==> src/rtl/parking_pkg.sv <==
// parking_pkg: capacity schedule constants and capacity lookup helpers
package parking_pkg;
  localparam logic [8:0] UNI_DAY   = 9'd500;
  localparam logic [8:0] F_DAY     = 9'd200;
  localparam logic [8:0] UNI_13    = 9'd450;
  localparam logic [8:0] F_13      = 9'd250;
  localparam logic [8:0] UNI_14    = 9'd400;
  localparam logic [8:0] F_14      = 9'd300;
  localparam logic [8:0] UNI_15    = 9'd350;
  localparam logic [8:0] F_15      = 9'd350;
  localparam logic [8:0] UNI_NIGHT = 9'd200;
  localparam logic [8:0] F_NIGHT   = 9'd500;
  localparam logic [9:0] TOTAL_CAP = 10'd700;
  localparam logic [4:0] H_DAY     = 5'd8;
  localparam logic [4:0] H_13      = 5'd13;
  localparam logic [4:0] H_14      = 5'd14;
  localparam logic [4:0] H_15      = 5'd15;
  localparam logic [4:0] H_NIGHT   = 5'd16;

  function automatic logic [8:0] uni_capacity(input logic [4:0] hour);
    return (hour < H_DAY || hour >= H_NIGHT) ? UNI_NIGHT :
           (hour < H_13) ? UNI_DAY :
           (hour == H_13) ? UNI_13 :
           (hour == H_14) ? UNI_14 : UNI_15;
  endfunction

  // The two classes always share 700 spaces, so free capacity is the complement.
  function automatic logic [8:0] free_capacity(input logic [4:0] hour);
    logic [9:0] t;
    t = TOTAL_CAP - {1'b0, uni_capacity(hour)};
    return t[8:0];
  endfunction
endpackage

==> src/rtl/parking_hour_clock.sv <==
// parking_hour_clock: cycle prescaler and hour-of-day counter
module parking_hour_clock #(
  parameter int CYCLES_PER_HOUR = 100,
  parameter int RESET_HOUR      = 8
) (
  input  logic       clk,
  input  logic       rst,
  output logic [4:0] o_hour,
  output logic       o_hour_tick
);
  localparam int CW = (CYCLES_PER_HOUR > 1) ? $clog2(CYCLES_PER_HOUR) : 1;

  logic [CW-1:0] r_count;
  logic [4:0]    r_hour;

  assign o_hour_tick = (r_count == CW'(CYCLES_PER_HOUR - 1));
  assign o_hour      = r_hour;

  // Count cycles within the hour; advance the hour on wrap, 23 rolls to 0.
  always_ff @(posedge clk or negedge rst) begin
    if (!rst) begin
      r_count <= '0;
      r_hour  <= 5'(RESET_HOUR);
    end else if (o_hour_tick) begin
      r_count <= '0;
      r_hour  <= (r_hour == 5'd23) ? 5'd0 : r_hour + 5'd1;
    end else begin
      r_count <= r_count + 1'b1;
    end
  end
endmodule

==> src/rtl/parking_controller.sv <==
// parking_controller: two-class car park occupancy and scheduled capacity control
module parking_controller
  import parking_pkg::*;
#(
  parameter int CYCLES_PER_HOUR = 100,
  parameter int RESET_HOUR      = 8
) (
  input  logic       clk,
  input  logic       rst,
  input  logic       car_entered,
  input  logic       is_uni_car_entered,
  input  logic       car_exited,
  input  logic       is_uni_car_exited,
  output logic [8:0] uni_parked_car,
  output logic [8:0] f_parked_car,
  output logic [8:0] uni_vacated_space,
  output logic [8:0] f_vacated_space,
  output logic       is_uni_vacated_space,
  output logic       is_vacated_space
);
  logic       r_ent, r_ent_d, r_ent_uni, r_ex, r_ex_d, r_ex_uni;
  logic [8:0] r_uni, r_f;
  logic [4:0] w_hour;
  logic       w_ent, w_ex;
  logic [8:0] w_uni_cap, w_f_cap, w_uni_post_ex, w_f_post_ex, w_uni_next, w_f_next;

  parking_hour_clock #(
    .CYCLES_PER_HOUR(CYCLES_PER_HOUR),
    .RESET_HOUR     (RESET_HOUR)
  ) u_hour_clock (
    .clk        (clk),
    .rst        (rst),
    .o_hour     (w_hour),
    .o_hour_tick()
  );

  assign w_ent          = r_ent & ~r_ent_d;
  assign w_ex           = r_ex & ~r_ex_d;
  assign uni_parked_car = r_uni;
  assign f_parked_car   = r_f;

  // Register sensors and class bits; the delayed copy turns levels into edges.
  always_ff @(posedge clk or negedge rst) begin
    if (!rst) begin
      {r_ent, r_ent_d, r_ent_uni, r_ex, r_ex_d, r_ex_uni} <= '0;
    end else begin
      {r_ent, r_ent_d, r_ent_uni} <= {car_entered, r_ent, is_uni_car_entered};
      {r_ex, r_ex_d, r_ex_uni}    <= {car_exited, r_ex, is_uni_car_exited};
    end
  end

  // Exit is applied first so a same-cycle entry sees the freed space; vacancy never goes negative.
  always_comb begin
    w_uni_cap            = uni_capacity(w_hour);
    w_f_cap              = free_capacity(w_hour);
    w_uni_post_ex        = (w_ex && r_ex_uni && r_uni != '0) ? r_uni - 9'd1 : r_uni;
    w_f_post_ex          = (w_ex && !r_ex_uni && r_f != '0) ? r_f - 9'd1 : r_f;
    w_uni_next           = (w_ent && r_ent_uni && w_uni_cap > w_uni_post_ex) ? w_uni_post_ex + 9'd1 : w_uni_post_ex;
    w_f_next             = (w_ent && !r_ent_uni && w_f_cap > w_f_post_ex) ? w_f_post_ex + 9'd1 : w_f_post_ex;
    uni_vacated_space    = (w_uni_cap > r_uni) ? w_uni_cap - r_uni : '0;
    f_vacated_space      = (w_f_cap > r_f) ? w_f_cap - r_f : '0;
    is_uni_vacated_space = uni_vacated_space != '0;
    is_vacated_space     = f_vacated_space != '0;
  end

  // Parked counters per class.
  always_ff @(posedge clk or negedge rst) begin
    if (!rst) begin
      r_uni <= '0;
      r_f   <= '0;
    end else begin
      r_uni <= w_uni_next;
      r_f   <= w_f_next;
    end
  end
endmodule

==> config.mk <==
export PLATFORM = sky130hd
export DESIGN_NAME = parking_controller
export DESIGN_NICKNAME = d
export VERILOG_FILES = /design/src/rtl/parking_pkg.sv /design/src/rtl/parking_hour_clock.sv /design/src/rtl/parking_controller.sv
export SDC_FILE = /design/constraint.sdc
export NUM_CORES = 1
export LEC_CHECK = 0
export CAP_MARGIN = 20
export CORE_AREA = 2 2 99 101
export DETAILED_ROUTE_END_ITERATION = 10
export DIE_AREA = 0 0 101 103
export DONT_BUFFER_PORTS = 1
export PLACE_DENSITY = 0.62
export REMOVE_ABC_BUFFERS = 1
export SLEW_MARGIN = 20
export SYNTH_ARGS = -nofsm -noshare
export SYNTH_HDL_FRONTEND = slang
export SYNTH_HIERARCHICAL = 1
export SYNTH_SLANG_ARGS = --single-unit
==> constraint.sdc <==
create_clock -name clk -period 4.5 [get_ports clk]
set_input_delay 0.675 -clock clk [delete_from_list [all_inputs] [get_ports clk]]
set_output_delay 0.675 -clock clk [all_outputs]
set_load 0.1 [all_outputs]
======== Word-level counts from Yosys, hierarchy flattened ========
Cells that the tools add are included.
word-level totals
  input port bits ......................... 6
  bits in registers ....................... 36
  logic and storage cells ................. 61
  memory bits (writable) .................. 0
  ROM bits ................................ 0
  latch bits .............................. 0
  memories kept ........................... 0
  output and inout bits ................... 38
cells by class
  add/subtract/negate cells ............... 9
  $mul .................................... 0
  bitwise operators ....................... 4
  div/mod/pow operators ................... 0
  equal/unequal tests ..................... 4
  reduce and logical (&&, ||, !) cells .... 15
  order comparisons ....................... 7
  muxes and demuxes ....................... 12
  shift-type cells ........................ 0
operators by type and width
  kind                   count
  $mux W9                7
  $gt A9 B9 Y1           4
  $reduce_bool A9 Y1     4
  $mux W8                3
  $add A9 B1 Y9 const B  2
  $sub A9 B1 Y9 const B  2
  $sub A9 B9 Y9          2
  $eq A5 B4 Y1 const B   2
  $lt A5 B4 Y1 const B   2
  $sub A8 B9 Y9 const A  1
  $logic_and A1 B1 Y1    8
  $add A7 B1 Y7 const B  1
  $eq A7 B7 Y1 const B   1
  $mux W7                1
  $add A5 B1 Y5 const B  1
  $eq A5 B5 Y1 const B   1
  $ge A5 B5 Y1 const B   1
  $mux W5                1
  $and A1 B1 Y1          2
  $logic_not A1 Y1       2
  $not A1 Y1             2
  $logic_or A1 B1 Y1     1

======== Depth between registers and ports, before layout ========
  depth in word-level cells ............... 9
  depth in mapped cells ................... 16
  depth with buffers taken out ............ 14

======== Cells and area by module ========
Netlist, hierarchy kept.
modules (own cells, without submodules)
  module              times used  area an instance (µm²)  seq. area each (µm²)  cells an instance
  parking_controller  1           3084.2                  600.6                 386
  parking_hour_clock  1           595.6                   301.5                 51

======== Least setup slack after synthesis ========
No wires, ideal clock.
  path type ............................... flip-flop to output port
  start point ............................. reg u_hour_clock.r_hour[3], in the netlist u_hour_clock/o_hour[3]
  end point ............................... out uni_vacated_space[8]
  arrival ................................. 4899 ps
  slack ................................... -1074 ps
  data required time ...................... 3825 ps
  cell stages (with the launch flop) ...... 15
  buffers on the path ..................... 2
  cell sequence ........................... dfstp_2 nand2b_1 clkbuf_1 inv_1 nand3_1 or2_2 and2_1 ha_1 buf_2 a21oi_1 o21ai_0 a221oi_2 and2_1 a21oi_1 o21ai_0
between the ends
  longest elaborated chain between the ends .. 7
  elaborated cells on any way between the ends .. 13
  those cells by class .................... add/sub: 1; order compare: 4; eq/ne: 2; mux: 5; reduce/logical: 1
RTL lines
  what                                                  line                      text
  start: declaration                                    parking_hour_clock.sv:14  logic [4:0] r_hour;
  start signal: assignment                              parking_hour_clock.sv:23  r_hour <= 5'(RESET_HOUR);
  start signal: assignment                              parking_hour_clock.sv:26  r_hour <= (r_hour == 5'd23) ? 5'd0 : r_hour + 5'd1;
  $eq A5 B4 Y1                                          parking_pkg.sv:24         (hour == H_14) ? UNI_14 : UNI_15;
  $mux W8                                               parking_pkg.sv:24
  $mux W8                                               parking_pkg.sv:23         (hour == H_13) ? UNI_13 :
  $mux W8                                               parking_pkg.sv:22         (hour < H_13) ? UNI_DAY :
  $mux W9 (*)                                           parking_pkg.sv:21         return (hour < H_DAY || hour >= H_NIGHT) ? UNI_NIGHT :
  $sub A9 B9 Y9 / $gt A9 B9 Y1 (equally long branches)  parking_controller.sv:60  uni_vacated_space = (w_uni_cap > r_uni) ? w_uni_cap - r_uni : '0;
  $mux W9 (*)                                           parking_controller.sv:60
  end: declaration                                      parking_controller.sv:16  output logic [8:0] uni_vacated_space,
Mark *: on every way between the ends. The rest lies on a longest branch, timed or not.

======== Final worst setup path ========
  start point ............................. reg u_hour_clock.r_hour[3], in the netlist u_hour_clock/o_hour[3]
  end point ............................... out f_vacated_space[4]
between the ends
  longest elaborated chain between the ends .. 8
  elaborated cells on any way between the ends .. 14
  those cells by class .................... add/sub: 2; order compare: 4; eq/ne: 2; mux: 5; reduce/logical: 1
RTL lines
  what                                                  line                      text
  $eq A5 B4 Y1                                          parking_pkg.sv:24
  $mux W8                                               parking_pkg.sv:24
  $mux W8                                               parking_pkg.sv:23
  $mux W8                                               parking_pkg.sv:22
  $mux W9 (*)                                           parking_pkg.sv:21
  $sub A8 B9 Y9 (*)                                     parking_pkg.sv:30         t = TOTAL_CAP - {1'b0, uni_capacity(hour)};
  $sub A9 B9 Y9 / $gt A9 B9 Y1 (equally long branches)  parking_controller.sv:61  f_vacated_space = (w_f_cap > r_f) ? w_f_cap - r_f : '0;
  $mux W9 (*)                                           parking_controller.sv:61
  end: declaration                                      parking_controller.sv:17  output logic [8:0] f_vacated_space,
Marks and branches as above.

==> results.md <==
* Initial DRC count at around 180
* Status: complete, no violations
* Hold crit path type: primary input to async pin
* Routed vias at 3341
* Post-Synth Adder-Cell Area at 0.132
* Area growth, synth to finish at 27.3%
* Die area at 10400 um2
* WL per Instance at 15.3 um
* Drt pass-1 iters at 4
* CTS clk-pin slew, worst paths at approximately 70 ps
* Layout cell share with drive strength beyond 1 at 0.262
* Maximum clock rate at between 200 and 250 MHz
* FF-to-FF path depth at 14
* Yosys cell types at 75
* GRT overflow at 0
* CTS Root Cell: clkbuf_8
* CTS buffer count at 5
* Yosys top cell area share at 0.238
* Crit Path Class: flop to primary output
* HPWL after detailed placement at 7510 um
* Most frequent cell after synthesis: nor2_1
* Post-synthesis sequential area ratio at 0.245
* Worst-Skew Late Latency at 290 ps
* Crit share post-route at 0.959
* CTS tree: built
* GR Util All Layers at 0.186
* Skew final at 5.31 ps
* Post-Synthesis Cells at 437
* Vias in the first global route at 3304
* Die Y at 103 um
* Ys flop type: dfrtp_1
* Synth Area in Simple Gates at 0.256
* Setup violators final at 0
* Max Buffers Root-to-Sink at 2
* Synth top area cells: dfrtp_1 (24%), ha_1 (13%), nor2_1 (5.6%), xnor2_1 (5.5%), a21oi_1 (4.1%)
* Final hold vios at 0
* Routed Antenna Nets at 0
* Ant diodes at 0
* Critical Path Max Stage Delay at about 550 ps
* Slew @ Worst Pin at 624 ps
* List of most frequent post-synthesis cells: nor2_1 (55), ha_1 (38), inv_1 (36), dfrtp_1 (35), nand2_1 (35)
* Residual DRC at 0
* Pin count of the biggest net entering global routing at 37
* Clock sink count at 36
* H-tree depth at 2
* Max Cap Viol at 0
* Ports at 44
* Initial Utilization at 0.389
* #FFs+latches synth at 36
* Most frequent CP cell: and2_4
* Startpoint types: flop
* Crit. End Element: primary output
* Slew HR at 0.582
* Global placement routability congestion at roughly 0.90
* Total core area at 9460 um2
* Cell breakdown of the critical path: nand2b_1 -> inv_1 -> nand3_1 -> or2_2 -> and2_4 -> ha_4 -> xnor2_2 -> ha_1 -> and2_4 -> a221oi_4 -> a21boi_1 -> o31a_1 -> o22ai_4 -> buf_6 -> nor2_2 -> buf_12
* Post-Route WL at 9250 um
* Post-synth EDFFs at 0
* Yosys top cell by area: dfrtp_1
* Avg Synthesized Cell Area at 8.42 um2
* CP Max Fanout at 7
* Largest family of logic cells by synthesized area: simple AND/OR/NAND/NOR gates
* Placed cell area at 4430 um2
* Chip Width at roughly 100 um
* Yosys warnings at 6
* DR vias/cell at 5.54
* Post-synthesis mux area share at 0.0340
* Post-layout min period at 4310 ps
* RSZ-0062 raised after global routing: false
* Max-slew violation count at 0
* Global-route wire length before repair at 15700 um
* Port-buffer cells at 0
* Post-Syn Area at around 3700 um2
* Post-route cell area at 4690 um2
* Rows at 36
* CP Data Required Time at 3830 ps
* Post-synthesis compound-gate area fraction at 0.186
* Nets at roughly 530
* Crit path DAT at 3640 ps
* Slowest stage cell, crit path: dfstp_2
* Synth Area in XOR/XNOR at 0.0996
* Number of antenna violations at the first check in global routing at 0
* Ys async rst share at 1.00
==> layer usage <==
layer / vias up / track usage / routed length (um)
li1: 1675 / - / -
met1: 1610 / 0.240 / 4300
met2: 46 / 0.323 / 4610
met3: 10 / 0.0210 / 219
met4: 0 / 0.0696 / 126
met5: - / 0 / 0
==> sequential cells by signal, indices dropped and copies added, names as in the netlist <==
name                  cells
f_parked_car              9
uni_parked_car            9
u_hour_clock/r_count      7
u_hour_clock/o_hour       5
r_ent                     1
r_ent_d                   1
r_ent_uni                 1
r_ex                      1
r_ex_d                    1
r_ex_uni                  1
==> final timing paths <==
path | endpoint | slack [ps] | start
max in group asynchronous | u_hour_clock/o_hour[3] | 4250 | rst
min | r_ex | 70 | rst
max reg2reg | uni_parked_car[4] | 840 | uni_parked_car[0]
min in group clk | r_ex | 410 | car_exited
max | f_vacated_space[4] | 190 | u_hour_clock/o_hour[3]
min reg2reg | r_ent_d | 430 | r_ent
==> cell usage in the layout (no fill, tap or decap), types with 4 or more instances in the layout <==
master,Yosys,final
o21ai_0,14,13
dfrtp_1,35,35
nand3_1,12,12
mux2i_1,8,7
clkbuf_8,0,7
nand2_1,35,34
a31oi_1,8,8
nor3_2,4,4
xor2_1,17,17
buf_4,0,31
ha_1,38,35
or3_1,4,4
xnor2_1,23,21
buf_12,0,19
nor2_2,0,15
a21o_1,4,4
inv_1,36,36
nor3_1,12,12
nor2_1,55,40
nor4_1,4,4
nand4_1,7,7
a21oi_1,30,29
==> stage by stage <==
| stage | TNS (ps) | util | instances | setup WS [ps] | hold slack (ps) |
|---|---|---|---|---|---|
| final | 0 | 0.495 | 603 | 185 | 72.4 |
| after global placement | 0 | 0.468 | 589 | 165 | 380 |
| after floorplan | -7610 | - | 429 | -1020 | 379 |
| after detailed placement | 0 | 0.468 | 589 | 43.1 | 380 |
| after global routing | 0 | 0.495 | 603 | 31.6 | 58.3 |
| after CTS | -5.92 | 0.484 | 598 | -5.92 | 62.2 |
==> cell type report <==
class | count | area [um2]
Tap cell | 114 | 143
Sequential cell | 36 | 902
Inverter | 37 | 139
Fill cell | 888 | 4770
Multi-Input combinational cell | 356 | 2770
Clock buffer | 8 | 100
Timing Repair Buffer | 52 | 636
==> kinds of logic after synthesis <==
| family | count (synthesis) |
|---|---|
| simple gates | 170 |
| compound gates | 94 |
| xor+xnor | 41 |
| buf+inv | 45 |
| flops | 36 |
| mux | 12 |
| fa+ha+maj | 39 |
==> timing repair <==
| item | in CTS | in global routing |
|---|---|---|
| gates resized for setup | 5 | 16 |
| setup buffers | 1 | 5 |
| setup endpoints to repair | 10 | 12 |
| pin swaps | 4 | 9 |
| hold endpoints to repair | 0 | 0 |
| hold buffers | 0 | 0 |
==> worst max-delay path, delay by kind of cell, from the launching register on <==
family          cells  cell delay, ps
flops               1             550
buf+inv             3             410
compound gates      4             890
xor+xnor            1             140
fa+ha+maj           2             490
simple gates        6             850
Power is left out: the tool's default activity adds up to more than one toggle a clock period on the data nets, which glitch-free logic cannot reach.
